===== config.mk =====
export PLATFORM = sky130hd
export DESIGN_NAME = alu_seq
export DESIGN_NICKNAME = d
export VERILOG_FILES = /design/src/rtl/alu_seq.sv
export SDC_FILE = /design/constraint.sdc
export NUM_CORES = 1
export LEC_CHECK = 0
export BUFFER_PORTS_ARGS = -buffer_cell sky130_fd_sc_hd__buf_2
export CAP_MARGIN = 20
export CORE_ASPECT_RATIO = 2
export CORE_MARGIN = 2
export CORE_UTILIZATION = 50
export CTS_BUF_LIST = sky130_fd_sc_hd__clkbuf_4 sky130_fd_sc_hd__clkbuf_8
export DETAILED_ROUTE_END_ITERATION = 8
export PLACE_DENSITY = 0.78
export SLEW_MARGIN = 20
export SYNTH_ARGS = -nofsm -noshare
export SYNTH_HDL_FRONTEND = slang
export SYNTH_SLANG_ARGS = --single-unit

===== constraint.sdc =====
create_clock -name clk_i -period 2.9 [get_ports clk_i]
set_input_delay 0.725 -clock clk_i [delete_from_list [all_inputs] [get_ports clk_i]]
set_output_delay 0.725 -clock clk_i [all_outputs]
set_load 0.05 [all_outputs]

===== src/rtl/alu_seq.sv =====
// Registered ALU with single-cycle ops, an iterative shift-add multiply and a
// bit-serial variable left shift, behind a valid/ready request handshake.
module alu_seq #(
    parameter int WIDTH  = 8,
    parameter int MUL_EN = 1
) (
    input  logic             clk_i,
    input  logic             rst_i,
    input  logic             valid_i,
    output logic             ready_o,
    input  logic [WIDTH-1:0] a_i,
    input  logic [WIDTH-1:0] b_i,
    input  logic [3:0]       op_i,
    output logic             valid_o,
    output logic [WIDTH-1:0] r_o,
    output logic [3:0]       flags_o
);

    localparam int SW = $clog2(WIDTH);
    localparam int CW = $clog2(WIDTH + 1);
    localparam logic [WIDTH-1:0] ONE = WIDTH'(1);

    typedef enum logic [1:0] {IDLE, MUL, SHL} state_t;

    state_t               state_q, state_d;
    logic [2*WIDTH-1:0]   acc_q, acc_d;
    logic [2*WIDTH-1:0]   mcand_q, mcand_d;
    logic [WIDTH-1:0]     mplier_q, mplier_d;
    logic [WIDTH-1:0]     sh_q, sh_d;
    logic [CW-1:0]        cnt_q, cnt_d;
    logic                 valid_q, valid_d;
    logic [WIDTH-1:0]     r_q, r_d;
    logic [3:0]           flags_q, flags_d;

    logic [WIDTH:0]       alu_sum;
    logic [WIDTH-1:0]     alu_r;
    logic                 alu_c;
    logic                 alu_v;
    logic [SW-1:0]        shamt;
    logic [2*WIDTH-1:0]   acc_step;
    logic [WIDTH-1:0]     sh_next;

    assign shamt    = b_i[SW-1:0];
    assign acc_step = mplier_q[0] ? (acc_q + mcand_q) : acc_q;
    assign sh_next  = sh_q << 1;

    // Single-cycle result; op 15 only lands here for a zero shift count
    always_comb begin
        alu_sum = '0;
        alu_r   = '0;
        alu_c   = 1'b0;
        alu_v   = 1'b0;
        case (op_i)
            4'd0: begin
                alu_sum = {1'b0, a_i} + {1'b0, b_i};
                alu_r   = alu_sum[WIDTH-1:0];
                alu_c   = alu_sum[WIDTH];
                alu_v   = (a_i[WIDTH-1] == b_i[WIDTH-1]) && (alu_r[WIDTH-1] != a_i[WIDTH-1]);
            end
            4'd1: begin
                alu_r = a_i - b_i;
                alu_c = a_i < b_i;
                alu_v = (a_i[WIDTH-1] != b_i[WIDTH-1]) && (alu_r[WIDTH-1] != a_i[WIDTH-1]);
            end
            4'd2:  alu_r = a_i & b_i;
            4'd3:  alu_r = a_i | b_i;
            4'd4:  alu_r = a_i ^ b_i;
            4'd5:  alu_r = ~a_i;
            4'd6:  alu_r = ~b_i;
            4'd7:  alu_r = a_i;
            4'd8:  alu_r = b_i;
            4'd9: begin
                alu_r = a_i << 1;
                alu_c = a_i[WIDTH-1];
            end
            4'd10: begin
                alu_r = a_i >> 1;
                alu_c = a_i[0];
            end
            4'd12: begin
                alu_sum = {1'b0, a_i} + {1'b0, ONE};
                alu_r   = alu_sum[WIDTH-1:0];
                alu_c   = alu_sum[WIDTH];
                alu_v   = ~a_i[WIDTH-1] & alu_r[WIDTH-1];
            end
            4'd13: begin
                alu_r = a_i - ONE;
                alu_c = (a_i == '0);
                alu_v = a_i[WIDTH-1] & ~alu_r[WIDTH-1];
            end
            4'd15: alu_r = a_i;
            default: alu_r = '0;
        endcase
    end

    always_comb begin
        state_d  = state_q;
        acc_d    = acc_q;
        mcand_d  = mcand_q;
        mplier_d = mplier_q;
        sh_d     = sh_q;
        cnt_d    = cnt_q;
        valid_d  = 1'b0;
        r_d      = r_q;
        flags_d  = flags_q;
        case (state_q)
            IDLE: begin
                if (valid_i) begin
                    if (op_i == 4'd14 && MUL_EN != 0) begin
                        state_d  = MUL;
                        acc_d    = '0;
                        mcand_d  = {{WIDTH{1'b0}}, a_i};
                        mplier_d = b_i;
                        cnt_d    = CW'(WIDTH);
                    end else if (op_i == 4'd15 && shamt != '0) begin
                        state_d = SHL;
                        sh_d    = a_i;
                        cnt_d   = CW'(shamt);
                    end else begin
                        valid_d = 1'b1;
                        r_d     = alu_r;
                        flags_d = {alu_r[WIDTH-1], alu_r == '0, alu_c, alu_v};
                    end
                end
            end
            MUL: begin
                acc_d    = acc_step;
                mcand_d  = mcand_q << 1;
                mplier_d = mplier_q >> 1;
                cnt_d    = cnt_q - CW'(1);
                if (cnt_q == CW'(1)) begin
                    state_d = IDLE;
                    valid_d = 1'b1;
                    r_d     = acc_step[WIDTH-1:0];
                    flags_d = {acc_step[WIDTH-1], acc_step[WIDTH-1:0] == '0,
                               |acc_step[2*WIDTH-1:WIDTH], 1'b0};
                end
            end
            SHL: begin
                sh_d  = sh_next;
                cnt_d = cnt_q - CW'(1);
                // Carry is whichever bit falls off on the final step
                if (cnt_q == CW'(1)) begin
                    state_d = IDLE;
                    valid_d = 1'b1;
                    r_d     = sh_next;
                    flags_d = {sh_next[WIDTH-1], sh_next == '0, sh_q[WIDTH-1], 1'b0};
                end
            end
            default: state_d = IDLE;
        endcase
    end

    always_ff @(posedge clk_i) begin
        if (rst_i) begin
            state_q  <= IDLE;
            acc_q    <= '0;
            mcand_q  <= '0;
            mplier_q <= '0;
            sh_q     <= '0;
            cnt_q    <= '0;
            valid_q  <= 1'b0;
            r_q      <= '0;
            flags_q  <= '0;
        end else begin
            state_q  <= state_d;
            acc_q    <= acc_d;
            mcand_q  <= mcand_d;
            mplier_q <= mplier_d;
            sh_q     <= sh_d;
            cnt_q    <= cnt_d;
            valid_q  <= valid_d;
            r_q      <= r_d;
            flags_q  <= flags_d;
        end
    end

    assign ready_o = (state_q == IDLE);
    assign valid_o = valid_q;
    assign r_o     = r_q;
    assign flags_o = flags_q;

endmodule


* Word-level counts from Yosys, hierarchy flattened
Cells that the tools add are included.
W data, S select, Z words.
** Word-level totals
- Register bits :: 67
- Output and inout port bits :: 14
** Operators by class
- Bitwise gates (word level) :: 9
- Equality and inequality tests :: 30
- Add/subtract/negate cells :: 6
- Multiplexer cells :: 43
- Reductions and logical operators :: 22
- Magnitude comparators :: 1
** Operator list (number)
- $pmux W8 S13 :: 1
- $mux W16 :: 5
- $mux W8 :: 10
- $pmux W16 S2 :: 2
- $logic_not A8 Y1 :: 4
- $mux W4 :: 8
- $pmux W8 S2 :: 2
- $eq A4 B4 Y1 const B :: 7
- $pmux W8 S3 :: 1
- $add A16 B16 Y16 :: 1
- $eq A4 B3 Y1 const B :: 4
- $not A8 Y8 :: 2
- $pmux W4 S3 :: 1
- $ne A2 B2 Y1 const B :: 5
- $add A8 B1 Y9 const B :: 1
- $add A8 B8 Y9 :: 1
- $reduce_and A3 Y1 :: 3
- $and A8 B8 Y8 :: 1
- $eq A4 B1 Y1 const B :: 2
- $eq A4 B2 Y1 const B :: 2
- $lt A8 B8 Y1 :: 1
- $mux W2 :: 4
- $or A8 B8 Y8 :: 1
- $pmux W4 S2 :: 1
- 26 further kinds :: 41

* Depth between registers and ports, before layout
- Word-level depth :: 8
- Gate-level depth with buffers :: 13
- Depth with buffers taken out :: 12

* Least setup slack after synthesis
Ideal clock, no wire load.
- Path kind :: input -> register
- From :: in a_i[0]
- To :: reg flags_q[2] (netlist: flags_o[2])
- Buffers on the path :: 1
- Data arrival time :: 3.047 ns
- Stages on the path :: 13
- Required time :: 2.831 ns
- Setup slack :: -0.216 ns
- Path through :: clkbuf_1 -> inv_1 -> ha_1 -> inv_1 -> fa_1 -> nor2b_1 -> nor2_1 -> o21ba_2 -> a221o_1 -> a2111oi_4 -> and3_1 -> nand4b_1 -> o21ai_1
** On the way
- Word-level cells in the longest chain between the ends :: 7
** RTL lines
- start, declared :: line 11 : input logic [WIDTH-1:0] a_i,
- $sub A8 B1 Y8, or another cell as far along :: line 87 : alu_r = a_i - ONE;
- $pmux W8 S13 * :: line 53 : case (op_i)
- $logic_not A8 Y1 * :: line 122 : flags_d = {alu_r[WIDTH-1], alu_r == '0, alu_c, alu_v};
- $mux W4 * :: line 115 : end else if (op_i == 4'd15 && shamt != '0) begin
- $mux W4 * :: line 109 : if (op_i == 4'd14 && MUL_EN != 0) begin
- $mux W4 * :: line 108 : if (valid_i) begin
- $pmux W4 S3 * :: line 106 : case (state_q)
- end signal, assigned :: line 174 : flags_q <= flags_d;
- end, declared :: line 33 : logic [3:0] flags_q, flags_d;
Mark *: on every way between the ends. The rest lies on a longest branch, timed or not. The select of a mux whose other input is x is not followed.
A chain may end at the register's enable or synchronous reset.

* Worst setup path after layout
- From :: in op_i[1]
- To :: reg flags_q[1] (netlist: flags_o[1])
** On the way
- Word-level cells in the longest chain between the ends :: 6
** RTL lines
- start, declared :: line 13 : input logic [3:0] op_i,
- $eq A4 B4 Y1, or another cell as far along :: line 53
- $pmux W1 S6 :: line 53
- $mux W4 :: line 115
- $mux W4 :: line 109
- $mux W4 :: line 108
- $pmux W4 S3 :: line 106
Parallel ways exist; a longest one is shown, timed or not. The select of a mux whose other input is x is not followed.

==> results by group <==
Synth
  • Syn Nets: 879
  • Top cell type by total area after synthesis: dfxtp_1
  • Post-Syn Instances: 804
  • Synth Cell Area: 6060 um2
  • Most numerous cell in the Yosys netlist: nand2_1
  • Top cell type's share of synthesized area: 21.8%
  • YS warnings: 0
  • Synth area leaders: dfxtp_1, ha_1, a21oi_1, nand2_1, mux2i_1
  • Seq cells post-synth: 66
  • Post-synthesis average cell area: 7.54 um2
  • Leading register cell type out of synthesis: dfxtp_1
  • Yosys cell types: 89
  • Synth top cells by count: nand2_1, a21oi_1, nor2_1
  • EDFF count, synth: 0
  • Register area share after synthesis: 21.8%
  • Synth async-reset ratio: 0%

Place
  • Global placer's final weighted congestion: 1.12
  • IO buf count: 36
  • Setup WS pre-CTS: -487 ps
  • DP HPWL: 17,600 um
  • Area of placed instances: 7040 um2

Cells and area
  • Util after Layout: 63.7%
  • P&R area growth vs syn: 23.6%
  • Multi-input logic area: 4540 um2
  • Post-route design area: 7500 um2
  • Share of cells above drive strength 1: 25.5%
  • Filler cells: 1,082
  • Register Area: 1320 um2
  • Final #Nets: 986
  • Diode count: 0

Power and ir drop
  • Power, Total: 0.00270 W
  • Power density cells: 360 nW/um2
  • Max VDD drop: 0.000306 V
  • Leakage: 3.01 nW

Timing
  • Slew Limit Fails: 0
  • Worst-Margin Slew: 787 ps
  • Final hold vios: 0
  • Setup TNS: 0 ps
  • Final setup fails: 0
  • Crit share post-route: 98.9%
  • Slew headroom: 47.4%
  • Max Freq: 0.349 GHz
  • Clock skew: 12.2 ps
  • Final worst path period need: 2870 ps
  • Setup ws final: 31.2 ps

Routing
  • WL/cell: 22.1 um
  • Vias per cell: 6.56
  • DR vias: 6,957
  • Routed wire length: 23,400 um
  • DRC: 0
  • Post-DRT Antenna Nets: 0
  • DR iter-0 viols: 540
  • DR pass1 iterations: 8

Die
  • Starting Density: 51.5%
  • Area of the die: 13,100 um2
  • Core area: 11,800 um2
  • Die height: 160 um
  • # IOs: 37
  • Die width: 81.9 um
  • Rows: 56

Critical path
  • Crit Path Class: primary input to flip-flop
  • CP max FO: 12
  • Critical path endpoint category: flip-flop
  • Worst setup SP type: primary input
  • Crit path DAT: 3140 ps
  • Reg-to-reg setup timing slack: 190 ps
  • CP Data Required Time: 3170 ps

Hold path
  • Hold Crit Class: flip-flop to flip-flop

Global route
  • Largest net degree at the start of global routing: 68
  • GR Overflow Total: 0
  • Vias in the first global route: 6,940
  • GRT Util Overall: 36.5%
  • Initial antenna violation count: 0
  • First-pass GRT wire length: 35,900 um

Outcome
  • Status: finished clean

Clocking
  • CTS root buf: clkbuf_8
  • Worst-case clock buffer depth: 2
  • CTS HTree Levels: 3
  • Clock Pin Slew Worst Setup and Hold Paths: 80 ps
  • Hold buffers post-CTS: 0
  • CTS Sinks: 66
  • Cts bufs inserted: 9
  • Worst-Skew Late Latency: 360 ps
  • CTS tree: yes

Run
  • Max-cap violations: 0
==> layout make-up <==
type                            count  area share [%]
Tap cell                          145            2.42
Clock inverter                      4           0.968
Clock buffer                       12            2.20
Inverter                           39            1.95
Timing Repair Buffer              152            14.2
Multi-Input combinational cell    643            60.6
Sequential cell                    66            17.7
==> state kept, by name, summed over array words and instances, names as in the netlist, 2 cells and up <==
name	count
mplier_q	8
state_q	2
r_o	8
mcand_q	16
cnt_q	4
acc_q	16
sh_q	8
flags_o	3
==> per-stage QoR <==
stage                     hold WS [ps]  std cells
after global routing               472       1061
after CTS                          453       1060
final                              455       1061
after floorplan                    432        804
after detailed placement           443       1044
after global placement             436       1044
==> path summary, 6_finish.rpt <==
| check | start | to | cells past startpoint |
|---|---|---|---|
| hold reg to reg | r_o[3] | r_o[3] | 2 |
| hold / removal | r_o[3] | r_o[3] | 2 |
| setup reg to reg | acc_q[0] | flags_o[1] | 12 |
| setup / recovery | op_i[1] | flags_o[1] | 9 |
==> per-layer routing <==
layer,global-route usage (%),routed length (um),up-vias,part of all wire [%]
met1,34.2,7590,3268,32
met2,63.8,11900,346,51
met5,0,0,-,0
met4,31.6,2550,0,11
li1,-,-,3185,-
met3,7.01,1420,158,6.0
==> layout by cell type (no fill, tap or decap), drive strengths merged, types with 6 or more instances in the layout <==
| master | n |
|---|---|
| or3 | 10 |
| nand4 | 6 |
| a22oi | 11 |
| inv | 38 |
| nor2b | 12 |
| ha | 49 |
| nor4 | 7 |
| o22ai | 10 |
| a31oi | 7 |
| o21ai | 33 |
| nand2 | 84 |
| nor3 | 28 |
| a211oi | 20 |
| clkbuf | 12 |
| a32oi | 10 |
| o21bai | 7 |
| xnor2 | 10 |
| buf | 152 |
| nand3 | 26 |
| nor2 | 76 |
| a21oi | 79 |
| nand2b | 10 |
| dfxtp | 66 |
| and3 | 6 |
| mux2i | 31 |
==> cells by family after synthesis <==
logic type | synth area share (%)
multiplexers | 6.04
AO/OA/AOI/OAI | 28.8
XOR/XNOR | 1.73
adder cells (fa/ha/maj) | 11.1
buffers and inverters | 6.79
AND/OR/NAND/NOR | 23.8
flip-flops | 21.8
==> power by group <==
group | internal, W | switching, W
Combinational | 0.000330 | 0.000498
Clock | 0.000553 | 0.000366
Sequential | 0.000930 | 0.0000225
==> critical path: stages <==
cell	delay, ps
buf_2	230
buf_4	220
nor2b_1	650
a31oi_1	400
o311ai_0	260
a221oi_1	100
nand3_1	200
a22oi_1	110
a311oi_1	240
==> timing repair <==
action / in CTS / in global routing
buffers inserted: 0 / 1
gates resized for setup: 6 / 43
endpoints found under the setup margin: 3 / 4
pin swaps: 2 / 15
No activity file was read; power rests on OpenSTA's default activity.
